File: src/rtl/pyrm_pkg.sv
// Shared types and constants for the writeback queue.
package pyrm_pkg;

    localparam int XLEN   = 64;
    localparam int REG_AW = 5;

    // Load width/sign encodings carried on funct3.
    typedef enum logic [2:0] {
        F3_LB  = 3'b000,
        F3_LH  = 3'b001,
        F3_LW  = 3'b010,
        F3_LD  = 3'b011,
        F3_LBU = 3'b100,
        F3_LHU = 3'b101,
        F3_LWU = 3'b110
    } load_f3_e;

    // One queued register-file write.
    typedef struct packed {
        logic [REG_AW-1:0] rd;
        logic [XLEN-1:0]   data;
    } wb_entry_t;

endpackage

File: src/rtl/pyrm_load_format.sv
// Sign/zero extension of right-aligned load data selected by funct3.
module pyrm_load_format
    import pyrm_pkg::*;
(
    input  logic [2:0]      funct3_i,
    input  logic [XLEN-1:0] raw_i,
    output logic [XLEN-1:0] data_o
);

    // Encoding 3'b111 has no enum member and falls to the pass-through default.
    always_comb begin
        data_o = raw_i;
        case (load_f3_e'(funct3_i))
            F3_LB:   data_o = {{(XLEN-8){raw_i[7]}},   raw_i[7:0]};
            F3_LH:   data_o = {{(XLEN-16){raw_i[15]}}, raw_i[15:0]};
            F3_LW:   data_o = {{(XLEN-32){raw_i[31]}}, raw_i[31:0]};
            F3_LBU:  data_o = {{(XLEN-8){1'b0}},       raw_i[7:0]};
            F3_LHU:  data_o = {{(XLEN-16){1'b0}},      raw_i[15:0]};
            F3_LWU:  data_o = {{(XLEN-32){1'b0}},      raw_i[31:0]};
            default: data_o = raw_i;
        endcase
    end

endmodule

File: src/rtl/pyrm_writeback_block.sv
// Writeback queue: accepts load and ALU results, buffers them in order and
// drains one per cycle to the register file; answers source-register hazard
// queries against pending writes. XLEN must match the package entry width.
module pyrm_writeback_block #(
    parameter int DEPTH = 4,
    parameter int XLEN  = pyrm_pkg::XLEN
) (
    input  logic                       clk,
    input  logic                       reset_n,
    input  logic                       ld_valid,
    output logic                       ld_ready,
    input  logic [4:0]                 ld_rd,
    input  logic [2:0]                 ld_funct3,
    input  logic [XLEN-1:0]            ld_raw,
    input  logic                       alu_valid,
    output logic                       alu_ready,
    input  logic [4:0]                 alu_rd,
    input  logic [XLEN-1:0]            alu_data,
    input  logic                       wb_stall,
    output logic                       write,
    output logic [XLEN-1:0]            reg_addr,
    output logic [XLEN-1:0]            reg_data,
    input  logic [4:0]                 q_rs1,
    input  logic [4:0]                 q_rs2,
    output logic                       pend1,
    output logic                       pend2,
    output logic [$clog2(DEPTH):0]     count
);
    import pyrm_pkg::*;

    localparam int PW = $clog2(DEPTH);
    localparam int CW = PW + 1;

    wb_entry_t       fifo_q [DEPTH];
    logic [PW-1:0]   head_q, head_d;
    logic [PW-1:0]   tail_q, tail_d;
    logic [CW-1:0]   count_q, count_d;
    logic [CW-1:0]   free;
    logic [XLEN-1:0] ld_fmt;
    logic            ld_push, alu_push, pop;
    logic [PW-1:0]   alu_slot;
    logic [DEPTH-1:0] live;
    wb_entry_t       head_entry;

    pyrm_load_format u_load_format (
        .funct3_i (ld_funct3),
        .raw_i    (ld_raw),
        .data_o   (ld_fmt)
    );

    // Room is judged on the registered count only; a same-cycle pop does not help.
    assign free      = CW'(DEPTH) - count_q;
    assign ld_ready  = reset_n && (free >= CW'(1));
    assign alu_ready = reset_n && (free >= (CW'(1) + CW'(ld_valid)));

    // Results for x0 finish their handshake but never occupy a slot.
    assign ld_push  = ld_valid && ld_ready && (ld_rd != '0);
    assign alu_push = alu_valid && alu_ready && (alu_rd != '0);

    // The load is older, so the ALU result lands one slot behind it when both push.
    assign alu_slot = tail_q + PW'(ld_push);

    assign head_entry = fifo_q[head_q];
    assign pop        = write;
    assign write      = (count_q != '0) && !wb_stall;
    assign reg_addr   = write ? {{(XLEN-REG_AW){1'b0}}, head_entry.rd} : '0;
    assign reg_data   = write ? head_entry.data : '0;
    assign count      = count_q;

    // Next-state pointer and occupancy arithmetic.
    always_comb begin
        tail_d  = tail_q + PW'(ld_push) + PW'(alu_push);
        head_d  = head_q + PW'(pop);
        count_d = count_q + CW'(ld_push) + CW'(alu_push) - CW'(pop);
    end

    // Pointer and count registers with synchronous reset.
    always_ff @(posedge clk) begin
        if (!reset_n) begin
            head_q  <= '0;
            tail_q  <= '0;
            count_q <= '0;
        end else begin
            head_q  <= head_d;
            tail_q  <= tail_d;
            count_q <= count_d;
        end
    end

    // Entry storage; contents need no reset since occupancy gates their use.
    always_ff @(posedge clk) begin
        if (ld_push) begin
            fifo_q[tail_q] <= '{rd: ld_rd, data: ld_fmt};
        end
        if (alu_push) begin
            fifo_q[alu_slot] <= '{rd: alu_rd, data: alu_data};
        end
    end

    // Hazard compare across every occupied slot, head included.
    always_comb begin
        logic [PW-1:0] off;
        off   = '0;
        live  = '0;
        pend1 = 1'b0;
        pend2 = 1'b0;
        for (int i = 0; i < DEPTH; i++) begin
            off     = PW'(i) - head_q;
            live[i] = ({1'b0, off} < count_q);
            if (live[i] && (fifo_q[i].rd == q_rs1)) pend1 = 1'b1;
            if (live[i] && (fifo_q[i].rd == q_rs2)) pend2 = 1'b1;
        end
        if (q_rs1 == '0) pend1 = 1'b0;
        if (q_rs2 == '0) pend2 = 1'b0;
    end

endmodule

File: config.mk
export PLATFORM = sky130hd
export DESIGN_NAME = pyrm_writeback_block
export DESIGN_NICKNAME = d
export VERILOG_FILES = /design/src/rtl/pyrm_pkg.sv /design/src/rtl/pyrm_load_format.sv /design/src/rtl/pyrm_writeback_block.sv
export SDC_FILE = /design/constraint.sdc
export NUM_CORES = 1
export LEC_CHECK = 0
export ABC_AREA = 1
export BUFFER_PORTS_ARGS = -buffer_cell sky130_fd_sc_hd__buf_2
export CORE_MARGIN = 8
export CORE_UTILIZATION = 55
export DETAILED_ROUTE_END_ITERATION = 8
export PLACE_DENSITY = 0.79
export SYNTH_ARGS = -nofsm -noshare
export SYNTH_HDL_FRONTEND = slang
export SYNTH_SLANG_ARGS = --single-unit
File: constraint.sdc
create_clock -name clk -period 8.3 [get_ports clk]
set_input_delay 1.245 -clock clk [delete_from_list [all_inputs] [get_ports clk]]
set_output_delay 1.245 -clock clk [all_outputs]
set_load 0.05 [all_outputs]
==> out/summary.json, run 1 <==
{
  "area.growth.synth_to_final": {"value": 11.2, "unit": "%"},
  "fraction_of_final_layout_cells_with_drive_strength_greater_than_1": {"value": 0.155},
  "use_met1": {"value": 0.323},
  "final.setup.tns": {"value": 0, "unit": "ns"},
  "post_route_clock_period_utilization": {"value": 0.594},
  "max-slew-margin-rel": {"value": 0.119},
  "post-route-util": {"value": 0.617},
  "port_buffers": {"value": 232},
  "power.static_leakage": {"value": 7.80, "unit": "nW"},
  "yosys.area.top_type": {"value": "edfxtp_1"},
  "yosysSeqAreaShare": {"value": 0.515},
  "timing.critical_path.slowest_stage_cell": {"value": "nor2_4"},
  "cell_total_after_placement": {"value": 2386},
  "slew_viol_final": {"value": 0},
  "most_frequent_cell_on_critical_path": {"value": "ha_1"},
  "ir_drop": {"value": 0.215, "unit": "mV"},
  "tritoncts": {"value": "built"},
  "cts-buffers-inserted": {"value": 29},
  "timing.critical_path.cells": {"value": "inv_1 > ha_1 > ha_1 > a31oi_1 > nand3_1 > inv_1 > ha_1 > xnor2_4 > inv_2 > nor2_4 > nand2_4 > o21ai_4 > buf_4"},
  "grt_busiest_layer": {"value": "met2"},
  "die_y": {"value": 188, "unit": "microns"},
  "synthesis.yosys.warnings": {"value": 0},
  "skew": {"value": 0.0194, "unit": "ns"},
  "critical_path_maximum_fanout": {"value": 41},
  "finish.cell_count_without_fillers": {"value": 2441},
  "clock-sinks": {"value": 283},
  "rsz0062_at_grt": {"value": "false"},
  "rr_endpoint": {"value": "fifo_q[1][23]$_DFFE_PP_"},
  "hp-start": {"value": "count[1]$_SDFF_PN0_"},
  "synth_top_area_share": {"value": 0.507},
  "starting_density_of_the_core": {"value": 0.555},
  "synth-seq-cells": {"value": 283},
  "drt_iter0_drc": {"value": 1844},
  "worstPathRequired": {"value": 8.47, "unit": "ns"},
  "globalRouteMet2Util": {"value": 0.435},
  "drc": {"value": 0},
  "yosys.cell_types.count": {"value": 34},
  "largest_net_degree_at_the_start_of_global_routing": {"value": 117},
  "cts_htree_levels": {"value": 1},
  "via_count": {"value": 14752},
  "dpl.hpwl": {"value": 28.7, "unit": "mm"},
  "clock_insertion_delay_worst_skew": {"value": 0.55, "unit": "ns"},
  "timing.critical_path.from_type": {"value": "flop"},
  "floorplan.io_pins": {"value": 292},
  "number_of_standard_cells_after_synthesis": {"value": 1908},
  "holdCritPathClass": {"value": "reg2reg"},
  "hold_path_end": {"value": "count[2]$_SDFF_PN0_"},
  "global_route_wire_length_before_repair": {"value": 75.6, "unit": "mm"},
  "critical_path_arrival": {"value": 5.10, "unit": "ns"},
  "timing_hold_violations_final": {"value": 0},
  "outcome": {"value": "complete, no violations"},
  "most-common-layout-cells": {"value": "nand2_1 (546), nand3_1 (443), edfxtp_1 (276), buf_2 (232), o21ai_0 (131)"},
  "final.min_clock_period": {"value": 4.93, "unit": "ns"},
  "timing.rr.start": {"value": "count[0]$_SDFF_PN0_"},
  "worstHoldPathCells": {"value": 3},
  "cts-resized-gates": {"value": 0},
  "detail_route.first_pass.iterations": {"value": 6},
  "power_density": {"value": 316, "unit": "nW/um^2"},
  "r2r_slack": {"value": 3.37, "unit": "ns"},
  "fp.dieW": {"value": 188, "unit": "microns"},
  "first_global_vias": {"value": 14284},
  "cts.clk_slew.worst_paths": {"value": 0.06, "unit": "ns"},
  "globalplace.congestion": {"value": 0.933},
  "final-setup-viol-count": {"value": 0},
  "layout.cells.most_common": {"value": "nand2_1"},
  "antenna_left": {"value": 0},
  "synthesis.area_per_instance": {"value": 8.58, "unit": "sq um"},
  "cts-root-to-sink-buffers": {"value": 3},
  "synthesis.area": {"value": 16400, "unit": "sq um"},
  "count_of_buffers_added_by_post_cts_timing_repair_for_setup": {"value": 0},
  "grt_remaining_overflow": {"value": 0},
  "fp.coreArea": {"value": 29500, "unit": "sq um"},
  "number_of_antenna_violations_at_the_first_check_in_global_routing": {"value": 4},
  "timing_limited_maximum_frequency": {"value": 203, "unit": "MHz"},
  "finish.net_count": {"value": 2198},
  "worst_reg_to_reg_cells": {"value": 13},
  "avgRoutedWirePerCell": {"value": 19.8, "unit": "microns"},
  "post_cts_hold_buffer_count": {"value": 0},
  "critical_path.max_stage_delay": {"value": 0.78, "unit": "ns"},
  "die-area": {"value": 35500, "unit": "sq um"},
  "synth.area.top_cells": {"value": "edfxtp_1 (51%), nand3_1 (14%), nand2_1 (13%)"},
  "cts.root.buffer_cell": {"value": "clkbuf_16"},
  "std_cell_rows": {"value": 63},
  "drv.max_cap_violation_count": {"value": 0},
  "worst-setup-path-type": {"value": "reg2reg"},
  "tightest_slew": {"value": 1.32, "unit": "ns"},
  "post_detailed_route_via_to_cell_ratio": {"value": 6.04},
  "drt_wl_total": {"value": 48.3, "unit": "mm"},
  "endpoint_kind": {"value": "flop"},
  "grt_use_met3": {"value": 0.0494},
  "grt_use_total": {"value": 0.260}
}
-- state kept, by name, indices dropped and copies added (netlist names) --
name / flops
fifo_q: 276
count: 3
tail_q: 2
head_q: 2
-- power by group --
group	internal, mW	switching (mW)	total, mW
Sequential	1.99	0.136	2.13
Clock	0.734	0.537	1.27
Combinational	0.522	1.83	2.36
Total	3.25	2.51	5.76
-- Yosys cell counts, drive strengths merged --
library cell	number
a21oi	1
a311oi	1
a31oi	3
a41oi	67
buf	111
clkbuf	108
clkinv	1
conb	1
dfxtp	7
edfxtp	276
fa	2
ha	13
inv	78
nand2	551
nand3	443
nand3b	1
nand4	5
nor2	39
nor3	4
nor4	1
o21ai	161
o22ai	1
or2	1
xnor2	14
xor2	18
-- worst max path at each step --
stage | from | end | slack [ns] | cells after the start
floorplan | count[1]$_SDFF_PN0_ | fifo_q[0][0]$_DFFE_PP_ | 0.12 | 6
global placement | ld_rd[2] | fifo_q[1][16]$_DFFE_PP_ | 3.04 | 12
detailed placement | ld_rd[2] | fifo_q[1][16]$_DFFE_PP_ | 2.99 | 12
CTS | count[0]$_SDFF_PN0_ | fifo_q[1][17]$_DFFE_PP_ | 3.41 | 13
global route | count[0]$_SDFF_PN0_ | fifo_q[1][17]$_DFFE_PP_ | 3.11 | 13
finish | count[0]$_SDFF_PN0_ | fifo_q[1][23]$_DFFE_PP_ | 3.37 | 13
-- layer usage --
metal  up-vias  wire length [microns]
li1       6769                      -
met1      6851                  17700
met2       992                  23100
met3       136                   5770
met4         4                   1800
met5         -                     27
-- kinds of logic (layout without fill, tap and decap cells) --
| family | count (synthesis) | in the layout | synth area share |
|---|---|---|---|
| compound gates | 234 | 234 | 0.0875 |
| xor+xnor | 32 | 32 | 0.0183 |
| fa+ha+maj | 15 | 15 | 0.0124 |
| buf+inv | 298 | 381 | 0.0884 |
| flops | 283 | 283 | 0.515 |
| other cells | 1 | 61 | 0.000229 |
| simple gates | 1045 | 1045 | 0.278 |
-- critical path: cells and delay by family (launching register included) --
| kind | cells | cell delay, ns |
|---|---|---|
| and+or+nand+nor | 3 | 1.31 |
| buffers and inverters | 4 | 1.09 |
| adders and majority gates | 3 | 0.80 |
| AOI/OAI and AO/OA | 2 | 0.63 |
| DFF | 1 | 0.49 |
| xor gates and xnor gates | 1 | 0.19 |
-- per-stage QoR --
stage / instance area (sq um) / total power, mW / hold slack [ns] / worst slack [ns]
2_1_floorplan: 16600 / 3.92 / 0.585 / 0.118
3_3_place_gp: 17300 / 4.42 / 0.618 / 3.04
3_5_place_dp: 17300 / 4.48 / 0.635 / 2.99
4_1_cts: 18200 / 5.73 / 0.646 / 3.41
5_1_grt: 18200 / 6.01 / 0.695 / 3.11
6_report: 18200 / 5.76 / 0.640 / 3.37
-- layout make-up --
class | instances | area (sq um)
fillers | 2479 | 11300
flip-flops and latches | 283 | 8440
multi-input cells | 1385 | 6780
repair buffers | 249 | 1290
clock buffers | 38 | 759
well taps | 390 | 488
inverters | 79 | 302
clock inverters | 15 | 148
diodes | 2 | 5.00
(Power assumes the default switching activity.)
==> run 2, diff against run 1 <==
==> constraint.sdc (replaced) <==
create_clock -name clk -period 4.6 [get_ports clk]
set_input_delay 0.69 -clock clk [delete_from_list [all_inputs] [get_ports clk]]
set_output_delay 0.69 -clock clk [all_outputs]
set_load 0.05 [all_outputs]
==> run 2 against run 1 <==
Clock power up 82%. Clock skew is 0.0073 ns lower. Count of clock-buffer cells in the layout is 2 lower. Design area is 1.1% higher. Hold slack got worse by 0.23 ns. Global-route usage about the same. Via count increased by 0.45%. Register-to-register slack got worse by 2.6 ns.
==> out/summary.json, run 2 (synthesis gave the netlist of run 1 again) <==
{
  "outcome": {"value": "complete, no violations"},
  "cts.root.buffer_cell": {"value": "clkbuf_16"},
  "hp-start": {"value": "reset_n"},
  "max-slew-margin-rel": {"value": 0.235, "change": "+0.116"},
  "clock_insertion_delay_worst_skew": {"value": 0.56, "unit": "ns", "change": "about the same"},
  "tritoncts": {"value": "built"},
  "crit_path_start": {"value": "count[0]$_SDFF_PN0_"},
  "post_route_clock_period_utilization": {"value": 0.910},
  "avgRoutedWirePerCell": {"value": 19.8, "unit": "microns", "change": "about the same"},
  "worst_reg_to_reg_cells": {"value": 10, "change": "-3"},
  "skew": {"value": 0.0121, "unit": "ns", "change": "-0.00732 ns"},
  "global_route_wire_length_before_repair": {"value": 74.9, "unit": "mm", "change": "-0.98%"},
  "finish.net_count": {"value": 2208, "change": "+0.45%"},
  "number_of_antenna_violations_at_the_first_check_in_global_routing": {"value": 5, "change": "+1"},
  "timing.rr.start": {"value": "count[0]$_SDFF_PN0_"},
  "die_y": {"value": 188, "unit": "microns", "change": "unchanged"},
  "timing_hold_violations_final": {"value": 0, "change": "unchanged"},
  "worstPathRequired": {"value": 3.91, "unit": "ns", "change": "-4.56 ns"},
  "floorplan.io_pins": {"value": 292, "change": "unchanged"},
  "r2r_slack": {"value": 0.75, "unit": "ns", "change": "-2.62 ns"},
  "cts.clk_slew.worst_paths": {"value": 0.06, "unit": "ns", "change": "about the same"},
  "cts_htree_levels": {"value": 1, "change": "unchanged"},
  "endpoint_kind": {"value": "output port"},
  "most-common-layout-cells": {"value": "nand2_1 (546), nand3_1 (443), edfxtp_1 (276), buf_2 (232), o21ai_0 (131)"},
  "max_flop_register": {"value": "fifo_q"},
  "tightest_slew": {"value": 1.15, "unit": "ns", "change": "-0.176 ns"},
  "holdCritPathClass": {"value": "in2reg"},
  "postLayoutCellArea": {"value": 18400, "unit": "sq um", "change": "+1.1%"},
  "setup_slack": {"value": 0.416, "unit": "ns", "change": "-2.96 ns"},
  "detail_route.first_pass.iterations": {"value": 6, "change": "unchanged"},
  "power.total": {"value": 10.5, "unit": "mW", "change": "+83%"},
  "drv.max_cap_violation_count": {"value": 0, "change": "unchanged"},
  "power_density": {"value": 573, "unit": "nW/um^2", "change": "+81%"},
  "grt_remaining_overflow": {"value": 0, "change": "unchanged"},
  "rr_endpoint": {"value": "fifo_q[3][20]$_DFFE_PP_"},
  "area.growth.synth_to_final": {"value": 12.5, "unit": "%"},
  "fp.dieW": {"value": 188, "unit": "microns", "change": "unchanged"},
  "power.static_leakage": {"value": 7.88, "unit": "nW", "change": "+1.1%"},
  "port_buffers": {"value": 232, "change": "unchanged"},
  "starting_density_of_the_core": {"value": 0.555, "change": "unchanged"},
  "layout.cells.most_common": {"value": "nand2_1"},
  "fp.coreArea": {"value": 29500, "unit": "sq um", "change": "unchanged"},
  "post_cts_hold_buffer_count": {"value": 0, "change": "unchanged"},
  "std_cell_rows": {"value": 63, "change": "unchanged"},
  "final.setup.tns": {"value": 0, "unit": "ns", "change": "unchanged"},
  "drt_iter0_drc": {"value": 1743, "change": "-5.5%"},
  "worst-setup-path-type": {"value": "reg2out"},
  "cts-buffers-inserted": {"value": 30, "change": "+3.4%"},
  "final-setup-viol-count": {"value": 0, "change": "unchanged"},
  "antenna_left": {"value": 0, "change": "unchanged"},
  "placed_cell_area": {"value": 17500, "unit": "sq um", "change": "+0.98%"},
  "final.min_clock_period": {"value": 4.18, "unit": "ns"},
  "via_count": {"value": 14819, "change": "+0.45%"},
  "worstHoldPathCells": {"value": 3, "change": "unchanged"},
  "critical_path_maximum_fanout": {"value": 48, "change": "+17%"},
  "largest_net_degree_at_the_start_of_global_routing": {"value": 130, "change": "+11%"},
  "largest_reg_flops": {"value": 276, "change": "unchanged"},
  "globalplace.congestion": {"value": 0.889, "change": "-4.7%"},
  "clock-sinks": {"value": 283, "change": "unchanged"},
  "grt_use_total": {"value": 0.260, "change": "+0.000298"},
  "cts-root-to-sink-buffers": {"value": 3, "change": "unchanged"},
  "slew_viol_final": {"value": 0, "change": "unchanged"},
  "fraction_of_final_layout_cells_with_drive_strength_greater_than_1": {"value": 0.162, "change": "+0.00637"},
  "timing_limited_maximum_frequency": {"value": 239, "unit": "MHz"},
  "die-area": {"value": 35500, "unit": "sq um", "change": "unchanged"},
  "post_detailed_route_via_to_cell_ratio": {"value": 6.04, "change": "-0.12%"},
  "critical_path_arrival": {"value": 3.49, "unit": "ns", "change": "-1.61 ns"},
  "first_global_vias": {"value": 14124, "change": "-1.1%"},
  "timing.critical_path.from_type": {"value": "flop"},
  "ir_drop": {"value": 0.541, "unit": "mV", "change": "+150%"},
  "dpl.hpwl": {"value": 29.7, "unit": "mm", "change": "+3.4%"},
  "drc": {"value": 0, "change": "unchanged"},
  "count_of_buffers_added_by_post_cts_timing_repair_for_setup": {"value": 0, "change": "unchanged"},
  "drt_wl_total": {"value": 48.6, "unit": "mm", "change": "+0.64%"},
  "cts-resized-gates": {"value": 0, "change": "unchanged"},
  "rsz0062_at_grt": {"value": "false"},
  "post-place-ws": {"value": 0.795, "unit": "ns", "change": "-2.19 ns"},
  "hold_path_end": {"value": "head_q[0]$_SDFF_PN0_"}
}
==> run 2: changes by cell type in the layout (fill, tap and decap cells not counted), moves of 2 or more <==
| cell | before | now |
|---|---|---|
| buf_12 | 0 | 7 |
| clkbuf_1 | 9 | 6 |
| clkinvlp_4 | 0 | 3 |
| buf_4 | 17 | 19 |
| diode_2 | 2 | 4 |
==> run 2: worst max-delay path: stages, from the launching register on <==
cell	delay, ns
dfxtp_1	0.47
inv_1	0.12
ha_1	0.21
ha_1	0.17
nor2_1	0.28
inv_2	0.51
buf_4	0.43
a41oi_1	0.39
buf_2	0.35
==> run 2: worst max-delay path by stage <==
| stage | endpoint | slack (ns) |
|---|---|---|
| 6_report | reg_data[33] | 0.42 |
| 3_3_place_gp | fifo_q[3][19]$_DFFE_PP_ | 0.88 |
| 4_1_cts | reg_data[31] | 0.45 |
| 5_1_grt | reg_data[31] | 0.22 |
| 2_1_floorplan | fifo_q[1][0]$_DFFE_PP_ | 0.12 |
| 3_5_place_dp | fifo_q[3][19]$_DFFE_PP_ | 0.79 |
==> run 2: layout make-up <==
class	instances	area, sq um
antenna	4	10.0
sequential	283	8440
fill	2387	11100
tap	390	488
multi-input combinational	1385	6790
inverter	79	302
clock inverter	20	165
timing repair buffer	258	1440
clock buffer	36	773
==> run 2: per-stage QoR <==
stage | util | instances | hold WS, ns
2_1_floorplan | - | 1966 | 0.585
3_3_place_gp | 0.592 | 2395 | 0.632
3_5_place_dp | 0.592 | 2395 | 0.654
4_1_cts | 0.624 | 2451 | 0.390
5_1_grt | 0.624 | 2454 | 0.422
6_report | 0.624 | 2455 | 0.406
==> run 2: where the power goes <==
group	leakage [nW]	internal [mW]	switching [mW]
clock	0.453	1.31	0.995
sequential	2.61	3.59	0.212
combinational	4.82	1.02	3.41
total	7.88	5.92	4.62
==> run 2: per-layer routing <==
layer	vias up	wire, microns	global-route usage
met4	4	1740	0.117
met5	-	27	0
met1	6908	17700	0.327
met3	125	5670	0.0453
li1	6801	-	-
met2	981	23500	0.434
